===== config.mk =====
export PLATFORM = sky130hd
export DESIGN_NAME = clock_gen
export DESIGN_NICKNAME = d
export VERILOG_FILES = /design/src/rtl/clock_gen.sv
export SDC_FILE = /design/constraint.sdc
export NUM_CORES = 1
export LEC_CHECK = 0
export CORE_MARGIN = 1
export CORE_UTILIZATION = 45
export CTS_BUF_LIST = sky130_fd_sc_hd__clkbuf_8
export DETAILED_ROUTE_END_ITERATION = 6
export PLACE_DENSITY = 0.66
export RECOVER_POWER = 25
export SLEW_MARGIN = 20
export SYNTH_ARGS = -nofsm -noshare
export SYNTH_HDL_FRONTEND = slang
export SYNTH_SLANG_ARGS = --single-unit

===== constraint.sdc =====
create_clock -name clk_i -period 5.84 [get_ports clk_i]
set_input_delay 1.168 -clock clk_i [delete_from_list [all_inputs] [get_ports clk_i]]
set_output_delay 1.168 -clock clk_i [all_outputs]
set_load 0.02 [all_outputs]

===== src/rtl/clock_gen.sv =====
// Multi-channel clock divider: NUM_CH independent, glitch-free divided clocks derived from clk_i.
// Each channel has its own divide ratio, tick strobe, status flag and optional sticky lock.
module clock_gen #(
   parameter int unsigned          NUM_CH    = 3,
   parameter int unsigned          DIV_W     = 8,
   parameter logic [NUM_CH-1:0]    LOCK_MASK = '0
) (
   input  logic                    clk_i,
   input  logic                    reset_ni,
   input  logic [NUM_CH-1:0]       ch_enable_i,
   input  logic [NUM_CH*DIV_W-1:0] ch_div_i,
   output logic [NUM_CH-1:0]       ch_clk_o,
   output logic [NUM_CH-1:0]       ch_tick_o,
   output logic [NUM_CH-1:0]       ch_active_o
);

   typedef enum logic [1:0] {StOff, StRun, StStopping} ch_state_e;

   for (genvar i = 0; i < NUM_CH; i++) begin : g_ch
      ch_state_e        st_q;
      logic [DIV_W-1:0] cnt_q;
      logic [DIV_W-1:0] div_q;
      logic             lock_q;
      logic             clk_q;
      logic             tick_q;
      logic             active_q;

      logic [DIV_W-1:0] div_in;
      logic             wrap;
      logic             run_en;

      assign div_in = ch_div_i[i*DIV_W +: DIV_W];
      assign wrap   = (cnt_q == div_q);
      assign run_en = ch_enable_i[i] | lock_q;

      always_ff @(posedge clk_i or negedge reset_ni) begin
         if (!reset_ni) begin
            st_q     <= StOff;
            cnt_q    <= '0;
            div_q    <= '0;
            lock_q   <= 1'b0;
            clk_q    <= 1'b0;
            tick_q   <= 1'b0;
            active_q <= 1'b0;
         end else begin
            tick_q <= 1'b0;
            case (st_q)
               StOff: begin
                  cnt_q    <= '0;
                  clk_q    <= 1'b0;
                  active_q <= 1'b0;
                  if (ch_enable_i[i]) begin
                     st_q     <= StRun;
                     div_q    <= div_in;
                     lock_q   <= LOCK_MASK[i];
                     active_q <= 1'b1;
                  end
               end
               StRun, StStopping: begin
                  if (!run_en && !clk_q) begin
                     // Low phase may be cut short: the output is already 0, so no glitch.
                     st_q     <= StOff;
                     cnt_q    <= '0;
                     active_q <= 1'b0;
                  end else if (wrap) begin
                     cnt_q <= '0;
                     clk_q <= ~clk_q;
                     if (!clk_q) begin
                        tick_q <= 1'b1;
                     end else begin
                        // Falling edge: new ratio takes effect; active_q lingers one cycle.
                        div_q <= div_in;
                        st_q  <= run_en ? StRun : StOff;
                     end
                  end else begin
                     cnt_q <= cnt_q + 1'b1;
                     st_q  <= run_en ? StRun : StStopping;
                  end
               end
               default: st_q <= StOff;
            endcase
         end
      end

      assign ch_clk_o[i]    = clk_q;
      assign ch_tick_o[i]   = tick_q;
      assign ch_active_o[i] = active_q;
   end

endmodule


After elaboration in Yosys (flattened, before gate mapping)
Index checks and enable logic that the tools add are counted.
Widths: inputs -> output; s select.

word-level totals
  flip-flop bits (word level) = 63
  logic and storage cells = 156

operators by class
  $add $sub $neg = 3
  eq/ne operators = 27
  mux-type cells = 75
  bitwise operators = 3
  reduce and logical (&&, ||, !) cells = 30

operators by type and width
  operator             number
  $mux 8               18
  $pmux 8 s2           6
  $mux 2               15
  $ne 2x2->1 const B   15
  $mux 1               27
  $add 8x1->8 const B  3
  $eq 8x8->1           3
  $reduce_and 5->1     3
  $ne 4x4->1 const B   3
  $pmux 1 s2           6
  $pmux 2 s2           3
  $reduce_and 2->1     6
  $reduce_and 3->1     3
  $eq 2x1->1 const B   3
  $eq 2x2->1 const B   3
  $logic_not 1->1      6
  $logic_not 2->1      3
  $reduce_bool 2->1    3
  $reduce_or 2->1      3
  $logic_and 1x1->1    3
  $not 1->1            3

Logic depth before layout (Yosys ltp)
  depth in word-level cells = 5
  gate-level depth with buffers = 8
  depth with buffers taken out = 7

Worst setup path before layout
Ideal clock, no wire load.

  path type = input -> register
  start = input ch_enable_i[2]
  end = register g_ch[2].div_q[0]
  setup time = 125 ps
  data arrival time = 2150 ps
  path slack = 3565 ps
  cell stages on the path = 3
  path buffers = 0
  path through = and2b_2 > a211oi_4 > mux2_4

on the way
  longest elaborated chain between the ends = 4
  elaborated cells on any way between the ends = 5
  classes of those cells = eq/ne: 2; reduce/logical: 3

ends and longest elaborated chain
  what                                 RTL line  text
  start: declaration                   10        input logic [NUM_CH-1:0] ch_enable_i,
  $logic_not 1->1                      60        if (!run_en && !clk_q) begin
  $logic_and 1x1->1                    60
  $ne 2x2->1 (no source line)          n/a
  $reduce_and 5->1 (no source line) *  n/a
  end signal: assignment               54        div_q <= div_in;
  end signal: assignment               72        div_q <= div_in;
  end: declaration                     22        logic [DIV_W-1:0] div_q;

Mark *: on every way between the ends. The rest lies on a longest branch, timed or not.
A chain may end at the register's enable or synchronous reset.

Worst setup path after layout
  start = input ch_enable_i[2]
  end = register g_ch[2].div_q[2]

Same word-level chain as after synthesis.

==> out/qor.csv <==
metric,value,unit
total of flip-flops plus latches after synthesis,63,
via count of the first global-routing pass,2293,
initial standard-cell utilization of the core,47.30,%
area delta synth->final,19.29,%
share of synthesized registers carrying an async set or reset,100.0,%
width of the chip,86.98,um
global-route usage over all layers,18.15,%
Syn Nets,330,
combined flip-flop and latch cell area,1577,um^2
leftover overflow at the end of global routing,0,
# setup viols final,0,
maximum fanout count along the critical path,8,
number of core rows,30,
cell count after synthesis,292,
via count,2154,
highest clock rate,0.3794,GHz
Total Power,1.764,mW
flop2flop setup slack,3500,ps
Required @ worst endpoint,6060,ps
Num Clock Sinks,63,
clock network latency to the later pin of the worst-skew pair,340,ps
Final Hold Violating Endpoints,0,
global-route wire length before repair,10610,um
primary flip-flop cell chosen by synthesis mapping,dfrtp_1,
Setup crit start kind,primary input,
maximum vdd drop,224.3,uV
CTS buffer count,9,
"commonest non-fill, non-tap cell in the layout",dfrtp_1,
setup total negative slack,0,ps
drt pass-1 iters,5,
"Distinct cells, synth",46,
max_cap viols,0,
initial antenna violation count,0,
ratio of final minimum period to clock period,45.14,%
number of design-rule violations left by the first detailed-router iteration,80,
die extent in y,86.98,um
share of layout cells above drive strength 1,16.87,%
clock root cell,clkbuf_8,
filler cell count in the final layout,594,
Power Dens Cells,455.1,nW/um^2
maximum number of pins on one net before global-route repair,64,
HPWL Detailed,3967,um
Resized cells post-CTS,0,
number of primary I/O pins,38,
number of antenna repair diodes,0,
antenna-violating nets left,0,
final weighted congestion of routability-driven global placement,0.7467,
data arrival time of the critical path,2860,ps
final wirelength,5662,um
Crit Path Category,in -> reg,
portion of the post-synthesis area used by sequential elements,48.52,%
remaining max-slew budget at the tightest pin,48.81,%
class of the most critical hold timing path,reg -> reg,
number of pins exceeding their max-slew limit in the final report,0,
average size of a mapped cell,11.13,um^2
H-tree Lvls,3,
most used cells in the layout excluding fill and tap cells,"63 x dfrtp_1, 36 x clkdlybuf4s50_1, 32 x nor2_1, 24 x xor2_1, 19 x mux2_2",
measured slew at the worst slew-check pin,767.9,ps
routed vias/inst,5.033,
result of the run,completed,
Static Leak,1.690,nW
DRC,0,
clk buf depth,2,
number of flops mapped to enable cells by yosys,0,
"CTS clk-pin slew, worst paths",70,ps
net count reported at finish,365,
RSZ-0062 raised after global routing,no,
Syn. warnings,0,
Multi-input gate area,1540,um^2
count of input and output buffers,37,
post-DR wirelength/cell,13.23,um
endpoint class of the critical path,flop,
final critical delay including setup and external delays,2636,ps
"Setup Fix Bufs, Post-CTS",0,
CTS tree,done,
Post-CTS Hold Fix Bufs,0,
Layout Skew,5.166,ps
total die area,7565,um^2
cell area after synthesis,3249,um^2
Core Footprint,6869,um^2
## flip-flops by register name, summed over array words and instances, names as in the netlist
name           flops
g_ch.tick_q        3
g_ch.st_q          6
g_ch.div_q        24
g_ch.clk_q         3
g_ch.cnt_q        24
g_ch.active_q      3
## final timing paths
path / startpoint / end / cells after the start
min in group asynchronous: reset_ni / g_ch[0].div_q[7]$_DFFE_PN0P_ / 2
max reg2reg: g_ch[2].cnt_q[6]$_DFFE_PN0P_ / g_ch[2].div_q[2]$_DFFE_PN0P_ / 5
min: g_ch[1].active_q$_DFFE_PN0P_ / g_ch[1].active_q$_DFFE_PN0P_ / 2
min reg2reg: g_ch[1].active_q$_DFFE_PN0P_ / g_ch[1].active_q$_DFFE_PN0P_ / 2
max: ch_enable_i[2] / g_ch[2].div_q[2]$_DFFE_PN0P_ / 4
max in group asynchronous: reset_ni / g_ch[2].active_q$_DFFE_PN0P_ / 2
## worst max-delay path, cell delays in order
cell and delay, ps:
clkdlybuf4s50_1 560, and2b_2 270, a211oi_4 510, mux2_4 350
## cells by family (layout without fill, tap and decap cells)
family	after synthesis	after routing	share of synthesized area (%)
adders and majority gates	9	9	3.466
buffers and inverters	26	66	4.081
DFF	63	63	48.52
and+or+nand+nor	90	90	14.83
xor gates and xnor gates	40	40	10.78
AOI/OAI and AO/OA	37	37	8.048
muxes	27	27	10.28
## cell usage after synthesis (all sizes together), types with 2 or more instances
library cell | number | share of area [%]
nor2b | 5 | 0.96
and4 | 2 | 0.58
a211oi | 5 | 1.5
nor2 | 32 | 3.7
ha | 9 | 3.5
buf | 10 | 2.2
inv | 12 | 1.4
clkbuf | 4 | 0.46
o21ai | 13 | 2.0
a21oi | 4 | 0.73
and3 | 4 | 0.81
nand4 | 3 | 0.58
nor3 | 5 | 0.77
mux2 | 27 | 10
xor2 | 24 | 6.5
nand3 | 10 | 1.7
nor3b | 2 | 0.62
o31ai | 2 | 0.46
nand2 | 10 | 1.2
xnor2 | 16 | 4.3
dfrtp | 63 | 49
nor4 | 7 | 1.7
a22o | 6 | 1.6
nand2b | 4 | 0.77
## through the flow
stage	instance area (um^2)	setup WS (ps)	hold slack [ps]	cells	utilization, %
after detailed placement	3655	2867	507.0	412	53.21
after floorplan	3249	3565	478.5	292	-
final	3876	3204	513.5	428	56.43
after CTS	3876	3210	523.4	428	56.43
after global placement	3655	2896	494.2	412	53.21
after global routing	3876	3119	549.1	428	56.43
## cell type report
cell class / count / area share (%)
clock buffers: 10 / 3.551
multi-input cells: 203 / 39.74
inverters: 12 / 1.162
clock inverters: 6 / 2.163
well taps: 96 / 3.099
repair buffers: 38 / 9.619
flip-flops and latches: 63 / 40.67
## report_power, final
group	total [mW]	internal [mW]	switching, mW
Sequential	0.673	0.569	0.104
Combinational	0.675	0.360	0.315
Clock	0.416	0.250	0.166
Total	1.76	1.18	0.585
## layer usage
metal,part of all wire (%),global-route usage (%),up-vias
met4,1.9,7.273,0
li1,-,-,1068
met1,46,22.65,1038
met5,0,0,-
met2,48,29.99,38
met3,4.1,4.739,10
(Power assumes the default switching activity.)
